--- src/rtl/ddr_tx_pkg.sv ---
// Shared types and defaults for the DDR transmit serializer and its companion receive side.
// Both sides take their beat-counter width from beat_cnt_w so they agree on the beat count.
package ddr_tx_pkg;

  localparam int   DEF_DATA_W   = 8;
  localparam logic DEF_IDLE_BIT = 1'b1;

  typedef enum logic {
    IDLE,
    SHIFT
  } tx_state_e;

  // Width of a counter that has to reach DATA_W/2 - 1.
  function automatic int beat_cnt_w(input int dataW);
    return (dataW < 4) ? 1 : $clog2(dataW / 2);
  endfunction

endpackage

--- src/rtl/ddr_tx_serializer_if.sv ---
// Word-in / DDR-bit-pair-out bundle between a word source and the serializer.
interface ddr_tx_serializer_if
  import ddr_tx_pkg::*;
#(
  parameter int DATA_W = DEF_DATA_W
) ();

  logic [DATA_W-1:0] in_data;
  logic              in_valid;
  logic              in_ready;
  logic              d_rise;
  logic              d_fall;
  logic              tx_active;
  logic              frame_start;
  logic [15:0]       word_cnt;

  modport master (
    output in_data,
    output in_valid,
    input  in_ready,
    input  d_rise,
    input  d_fall,
    input  tx_active,
    input  frame_start,
    input  word_cnt
  );

  modport slave (
    input  in_data,
    input  in_valid,
    output in_ready,
    output d_rise,
    output d_fall,
    output tx_active,
    output frame_start,
    output word_cnt
  );

endinterface

--- src/rtl/ddr_hold_buf.sv ---
// One-entry word buffer with a valid flag and a registered not-full output.
// The receive side reuses it, so it has no knowledge of the beat timing.
module ddr_hold_buf
  import ddr_tx_pkg::*;
#(
  parameter int WIDTH = DEF_DATA_W
) (
  input  logic             clk_i,
  input  logic             rst_ni,
  input  logic             wr_i,
  input  logic [WIDTH-1:0] wdata_i,
  input  logic             rd_i,
  output logic [WIDTH-1:0] rdata_o,
  output logic             valid_o,
  output logic             notFull_o
);

  logic [WIDTH-1:0] data_q, data_d;
  logic             valid_q, valid_d;
  logic             notFull_q, notFull_d;

  // notFull is precomputed from the next valid, so it follows the buffer with no extra lag.
  always_comb begin
    data_d    = wr_i ? wdata_i : data_q;
    valid_d   = wr_i | (valid_q & ~rd_i);
    notFull_d = ~valid_d;
  end

  always_ff @(posedge clk_i) begin
    if (!rst_ni) begin
      data_q    <= '0;
      valid_q   <= 1'b0;
      notFull_q <= 1'b0;
    end else begin
      data_q    <= data_d;
      valid_q   <= valid_d;
      notFull_q <= notFull_d;
    end
  end

  assign rdata_o   = data_q;
  assign valid_o   = valid_q;
  assign notFull_o = notFull_q;

endmodule

--- src/rtl/ddr_tx_serializer.sv ---
// Sends each DATA_W-bit word as DATA_W/2 (rise, fall) bit pairs, LSB first.
// One word can wait in a hold buffer, so a source that keeps valid high sees no gaps.
module ddr_tx_serializer
  import ddr_tx_pkg::*;
#(
  parameter int   DATA_W   = DEF_DATA_W,
  parameter logic IDLE_BIT = DEF_IDLE_BIT
) (
  input  logic               sys_clk,
  input  logic               sys_rst_n,
  ddr_tx_serializer_if.slave tx_if
);

  localparam int            BEATS     = DATA_W / 2;
  localparam int            BW        = beat_cnt_w(DATA_W);
  localparam logic [BW-1:0] LAST_BEAT = BW'(BEATS - 1);

  tx_state_e         state_q, state_d;
  logic [BW-1:0]     beatCnt_q, beatCnt_d;
  logic [DATA_W-1:0] shift_q, shift_d;
  logic [15:0]       wordCnt_q, wordCnt_d;
  logic              dRise_q, dRise_d;
  logic              dFall_q, dFall_d;
  logic              txActive_q, txActive_d;
  logic              frameStart_q, frameStart_d;

  logic              accept;
  logic              lastBeat;
  logic              directLoad;
  logic              holdWr;
  logic              holdRd;
  logic              loadShift;
  logic              holdValid;
  logic              holdNotFull;
  logic [DATA_W-1:0] holdData;
  logic [DATA_W-1:0] loadData;

  ddr_hold_buf #(
    .WIDTH(DATA_W)
  ) u_hold (
    .clk_i    (sys_clk),
    .rst_ni   (sys_rst_n),
    .wr_i     (holdWr),
    .wdata_i  (tx_if.in_data),
    .rd_i     (holdRd),
    .rdata_o  (holdData),
    .valid_o  (holdValid),
    .notFull_o(holdNotFull)
  );

  // A full hold buffer blocks accept, so its word always wins the last-beat edge.
  assign accept     = tx_if.in_valid & holdNotFull;
  assign lastBeat   = (state_q == SHIFT) && (beatCnt_q == LAST_BEAT);
  assign directLoad = accept & ((state_q == IDLE) | (lastBeat & ~holdValid));
  assign holdWr     = accept & ~directLoad;
  assign holdRd     = lastBeat & holdValid;
  assign loadShift  = directLoad | holdRd;
  assign loadData   = holdRd ? holdData : tx_if.in_data;

  always_comb begin
    state_d   = state_q;
    beatCnt_d = beatCnt_q;
    shift_d   = shift_q;
    wordCnt_d = wordCnt_q;

    if (loadShift) begin
      state_d   = SHIFT;
      beatCnt_d = '0;
      shift_d   = loadData;
      wordCnt_d = wordCnt_q + 16'd1;
    end else if (lastBeat) begin
      state_d   = IDLE;
      beatCnt_d = '0;
    end else if (state_q == SHIFT) begin
      beatCnt_d = beatCnt_q + BW'(1);
      shift_d   = shift_q >> 2;
    end

    // Outputs take the bits of the next beat, so they change at the edge that loads or shifts.
    txActive_d   = (state_d == SHIFT);
    dRise_d      = txActive_d ? shift_d[0] : IDLE_BIT;
    dFall_d      = txActive_d ? shift_d[1] : IDLE_BIT;
    frameStart_d = loadShift;
  end

  always_ff @(posedge sys_clk) begin
    if (!sys_rst_n) begin
      state_q      <= IDLE;
      beatCnt_q    <= '0;
      shift_q      <= '0;
      wordCnt_q    <= '0;
      dRise_q      <= IDLE_BIT;
      dFall_q      <= IDLE_BIT;
      txActive_q   <= 1'b0;
      frameStart_q <= 1'b0;
    end else begin
      state_q      <= state_d;
      beatCnt_q    <= beatCnt_d;
      shift_q      <= shift_d;
      wordCnt_q    <= wordCnt_d;
      dRise_q      <= dRise_d;
      dFall_q      <= dFall_d;
      txActive_q   <= txActive_d;
      frameStart_q <= frameStart_d;
    end
  end

  assign tx_if.in_ready    = holdNotFull;
  assign tx_if.d_rise      = dRise_q;
  assign tx_if.d_fall      = dFall_q;
  assign tx_if.tx_active   = txActive_q;
  assign tx_if.frame_start = frameStart_q;
  assign tx_if.word_cnt    = wordCnt_q;

endmodule
--- src/flat_wrapper.sv ---
// flat-port wrapper written by rule: the top's interface ports become plain ports
module ddr_tx_serializer_flat import ddr_tx_pkg::*;
#(
  parameter int   DATA_W   = DEF_DATA_W,
  parameter logic IDLE_BIT = DEF_IDLE_BIT
)
  (sys_clk, sys_rst_n, tx_if_in_data, tx_if_in_valid, tx_if_in_ready, tx_if_d_rise, tx_if_d_fall, tx_if_tx_active, tx_if_frame_start, tx_if_word_cnt);
  ddr_tx_serializer_if #(.DATA_W(DATA_W)) tx_if_i ();
  input  logic sys_clk;
  input  logic sys_rst_n;
  input wire logic [$bits(tx_if_i.in_data)-1:0] tx_if_in_data;
  input wire logic [$bits(tx_if_i.in_valid)-1:0] tx_if_in_valid;
  output wire logic [$bits(tx_if_i.in_ready)-1:0] tx_if_in_ready;
  output wire logic [$bits(tx_if_i.d_rise)-1:0] tx_if_d_rise;
  output wire logic [$bits(tx_if_i.d_fall)-1:0] tx_if_d_fall;
  output wire logic [$bits(tx_if_i.tx_active)-1:0] tx_if_tx_active;
  output wire logic [$bits(tx_if_i.frame_start)-1:0] tx_if_frame_start;
  output wire logic [$bits(tx_if_i.word_cnt)-1:0] tx_if_word_cnt;
  assign tx_if_i.in_data = tx_if_in_data;
  assign tx_if_i.in_valid = tx_if_in_valid;
  assign tx_if_in_ready = tx_if_i.in_ready;
  assign tx_if_d_rise = tx_if_i.d_rise;
  assign tx_if_d_fall = tx_if_i.d_fall;
  assign tx_if_tx_active = tx_if_i.tx_active;
  assign tx_if_frame_start = tx_if_i.frame_start;
  assign tx_if_word_cnt = tx_if_i.word_cnt;
  ddr_tx_serializer #(.DATA_W(DATA_W), .IDLE_BIT(IDLE_BIT)) u_core (.sys_clk(sys_clk), .sys_rst_n(sys_rst_n), .tx_if(tx_if_i));
endmodule
--- config.mk ---
export PLATFORM = sky130hd
export DESIGN_NAME = ddr_tx_serializer_flat
export DESIGN_NICKNAME = d
export VERILOG_FILES = /design/src/rtl/ddr_tx_pkg.sv /design/src/rtl/ddr_tx_serializer_if.sv /design/src/rtl/ddr_hold_buf.sv /design/src/rtl/ddr_tx_serializer.sv /design/src/flat_wrapper.sv
export SDC_FILE = /design/constraint.sdc
export NUM_CORES = 1
export LEC_CHECK = 0
export CAP_MARGIN = 10
export CORE_MARGIN = 5
export CORE_UTILIZATION = 32
export DETAILED_ROUTE_END_ITERATION = 8
export GPL_ROUTABILITY_DRIVEN = 0
export MAX_ROUTING_LAYER = met4
export RECOVER_POWER = 50
export SETUP_SLACK_MARGIN = 0.05
export SYNTH_ARGS = -nofsm -noshare
export SYNTH_HDL_FRONTEND = slang
export SYNTH_SLANG_ARGS = --single-unit
--- constraint.sdc ---
create_clock -name sys_clk -period 4.3 [get_ports sys_clk]
set_clock_uncertainty 0.2 [all_clocks]
set_input_delay 0.86 -clock sys_clk [delete_from_list [all_inputs] [get_ports sys_clk]]
set_output_delay 0.86 -clock sys_clk [all_outputs]
set_load 0.01 [all_outputs]
# Yosys cells after proc, flatten, opt, wreduce, memory -nomap -nowiden
# Index checks and enable logic that the tools add are counted.
# classes
add_sub_neg,2
n_eq_ne,2
mux,6
bitwise,15
reduce_logical,5
# ops
cell,n
$mux W8,4
$add A16 B1 Y16 const B,1
$and A1 B1 Y1,6
$not A1 Y1,6
$reduce_and A2 Y1,2
$or A1 B1 Y1,3
$reduce_or A3 Y1,1
$add A2 B1 Y2 const B,1
$eq A2 B2 Y1 const B,1
$mux W1,2
$ne A2 B1 Y1 const B,1
$reduce_bool A2 Y1,1
$logic_and A1 B1 Y1,1
# word_totals
ff_bits,40
output_inout_bits,21
elab_cells,41

# Logic depth before layout (Yosys ltp)
# depth
word_depth,9
depth_mapped,6

# Hierarchy
# A second synthesis with hierarchy kept.
# unflattened
cells_unflattened,183
area_unflattened_um2,1765.4
# modules_own_cells
mod,n_inst,cells_per_inst,area_each_um2,seq_area_each_um2
ddr_tx_serializer,1,153,1402.6,600.6
ddr_hold_buf,1,30,362.8,200.2

# Least setup slack after synthesis
# No wires, ideal clock.
# synth_timing
path_type,input -> register
startpoint,input port tx_if_in_valid
endpoint,register u_core.wordCnt_q[13] (netlist: u_core.tx_if.word_cnt[13])
setup_ps,71
arrival_ps,2077
t_required_ps,4029
path_slack_ps,1953
stages,5
path_buffers,1
cell_sequence,a22oi_1 or3_1 buf_2 or4_1 a21oi_1
# synth_via
elab_chain_cells,3
# synth_lines
element,line_no,source
"start, declared",flat_wrapper.sv:12,input wire logic [$bits(tx_if_i.in_valid)-1:0] tx_if_in_valid;
$and A1 B1 Y1,ddr_tx_serializer.sv:52,assign accept = tx_if.in_valid & holdNotFull;
$and A1 B1 Y1,ddr_tx_serializer.sv:54,assign directLoad = accept & ((state_q == IDLE) | (lastBeat & ~holdValid));
$or A1 B1 Y1,ddr_tx_serializer.sv:57,assign loadShift = directLoad | holdRd;
"end signal, assigned",ddr_tx_serializer.sv:100,wordCnt_q <= wordCnt_d;
"end, declared",ddr_tx_serializer.sv:21,"logic [15:0] wordCnt_q, wordCnt_d;"
# Every way passes these cells.
# A chain may end at the register's enable or synchronous reset.

# Worst setup path after layout
# layout_timing
startpoint,input port tx_if_in_valid
endpoint,register u_core.wordCnt_q[15] (netlist: u_core.tx_if.word_cnt[15])
# Same word-level chain as after synthesis.

==> impl_metrics.py <==
metrics = {
    "clock_network": {
        "clkSlewWorstSetupHoldPaths_ns": 0.08,
        "cts_setup_buffers": 0,
        "ctsLongestPathBuffers": 2,
        "cts_hold_buffers": 0,
        "root_buffer": "clkbuf_8",
        "clock-sinks": 40,
        "worstSkewPairLatency_ns": 0.28,
        "post_cts_resized": 0,
        "cts_made_buffers": 5,
        "htreeDepth": 2,
        "cts_tree": "yes",
    },
    "layout": {
        "diodes": 0,
        "area_delta_synth_final_pct": 29.4,
        "fillers": 527,
        "final-instance-count-excl-fill": 284,
        "drive_above_1_share_pct": 4.67,
        "mostFrequentLayoutCell": "dfxtp_1",
        "final_util_pct": 42.7,
        "most-common-layout-cells": "40 x dfxtp_1, 23 x nor2_1, 21 x mux2i_1",
        "final_nets": 227,
        "final_area_mm2": 0.00219,
    },
    "global_routing": {
        "grt_pass1_wl_mm": 6.29,
        "track_usage_pct": 11.2,
        "overflow": 0,
        "antenna_found_initial": 0,
        "grt_pass1_vias": 1291,
        "grt_max_degree": 29,
    },
    "drt": {
        "dr.pass1.iters": 4,
        "wl_met2_mm": 1.67,
        "detail_route.wl_per_cell_um": 13.0,
        "viasPerCell": 4.77,
        "drc_errors": 0,
        "totalWireLength_mm": 3.70,
        "drtAntennaViolNets": 0,
        "top_layer_used": "met4",
        "drt-initial-drc-count": 64,
        "wl_met1_mm": 1.89,
        "vias": 1355,
        "route.met3.wl_um": 120,
    },
    "placement": {
        "post-dp-hpwl_mm": 2.62,
        "placed_cells_incl_taps": 277,
        "io_buffers": 31,
        "place_area_mm2": 0.00207,
    },
    "setup_path": {
        "cp_max_fo": 9,
        "rr_worst_depth": 5,
        "start_kind": "input pin",
        "critical_path_required_ns": 4.31,
        "critical_path_class": "in -> reg",
        "arrival_ns": 2.78,
        "critPathCaptureType": "register",
    },
    "die": {
        "chipWidth_um": 82.8,
        "row_count": 26,
        "die-height_um": 82.8,
        "coreArea_mm2": 0.00514,
        "io_pins": 32,
        "die_area_mm2": 0.00686,
        "initial_core_util_pct": 33.0,
    },
    "synth": {
        "synth_edf_count": 0,
        "syn_nets": 196,
        "synth_seq_cells": 40,
        "synthDistinctLibCells": 32,
        "syn_inst": 183,
        "yosys.area.top_type": "dfxtp_1",
        "yosysTopAreaCellShare_pct": 47.2,
        "synthFlopType": "dfxtp_1",
        "netlist_area_mm2": 0.00170,
        "synth_warnings": 0,
        "ys_seq_area_share_pct": 47.2,
        "synthTopCellsByArea": "dfxtp_1 47%, mux2i_1 12%, nor2_1 5.1%",
        "avgSynthCellArea_um2": 9.27,
        "async_reset_ff_share_pct": 0,
    },
    "sta": {
        "rsz0062_at_grt": "false",
        "min_period_ns": 2.77,
        "relSlewSlack_pct": 63.1,
        "setup_viol": 0,
        "fmax_mhz": 361,
        "fin_crit_sh_pct": 64.4,
        "setup-tns-final_ns": 0,
        "worst_pin_slew_ns": 0.553,
        "hold_violations": 0,
        "slew_violations": 0,
    },
    "power": {
        "cellPowerDensity_mw_per_mm2": 366,
        "ir_drop_uv": 207,
        "power.total_w": 0.000804,
        "p_leak_nw": 0.952,
    },
    "hold_path": {
        "holdCritPathClass": "reg -> reg",
        "hold_depth": 1,
    },
    "flow_run": {
        "cap_viol_max_count": 0,
    },
    "outcome": {
        "status": "completed",
    },
}
## final cells by class
cell class,count,area (um2),share of cell area (%)
clock buffers,5,68.8,3.14
clock inverters,2,60.1,2.74
inverters,8,30.0,1.37
multi-input cells,128,837,38.1
flip-flops and latches,40,801,36.5
well taps,70,87.6,3.99
repair buffers,31,310,14.1
## routing by layer
layer	global-route usage, %	up-vias
met1	15.0	617
met4	3.12	0
met5	-	-
li1	-	714
met3	3.07	2
met2	16.5	22
## flip-flops by register name, summed over array words and instances (netlist names)
name / count
u_core.beatCnt_q: 2
u_core.u_hold.notFull_o: 1
u_core.tx_if.d_fall: 1
u_core.tx_if.frame_start: 1
u_core.state_q: 1
u_core.shift_q: 8
u_core.tx_if.word_cnt: 16
u_core.u_hold.rdata_o: 8
u_core.u_hold.valid_o: 1
u_core.tx_if.d_rise: 1
## worst paths after layout
path	from	endpoint	slack [ns]
worst min-delay path	u_core.shift_q[6]	u_core.shift_q[6]	0.28
worst max-delay path	tx_if_in_valid	u_core.tx_if.word_cnt[15]	1.53
worst max register to register	u_core.beatCnt_q[0]	u_core.tx_if.word_cnt[15]	2.14
worst min register to register	u_core.shift_q[6]	u_core.shift_q[6]	0.28
## cell usage after synthesis (all sizes together) (3+ instances only)
master  instances
xor2            4
o31ai           4
mux2i          21
a221o           4
and3            3
dfxtp          40
or4             5
or3             5
a21oi          10
o21ai           4
clkbuf          5
nand3           7
nand2          11
xnor2           3
nor2           23
inv             8
and2            3
nand4           3
## stage by stage
stage / worst slack, ns / hold WS (ns)
final: 1.53 / 0.275
after global routing: 1.46 / 0.297
after CTS: 1.61 / 0.277
after detailed placement: 1.32 / 0.254
after global placement: 1.35 / 0.249
after floorplan: 1.95 / 0.234
## report_power, final
| group | switching (W) | internal (W) |
|---|---|---|
| sequential | 0.00000791 | 0.000382 |
| combinational | 0.0000320 | 0.0000299 |
| clock | 0.000124 | 0.000228 |
| total | 0.000164 | 0.000640 |
## critical path, cell delays in order
cell	delay (ns)
dlygate4sd3_1	0.57
a22oi_1	0.16
or3_1	0.52
or4_1	0.54
a21oi_1	0.14
## kinds of logic (layout without fill, tap and decap cells)
kind of cell	Yosys count	in the layout	share of synthesized area [%]
mux	21	21	12.4
flops	40	40	47.2
buf+inv	15	46	3.47
xor+xnor	7	7	3.61
fa+ha+maj	2	2	1.47
simple gates	71	71	21.2
compound gates	27	27	10.7
(Power assumes the default switching activity.)
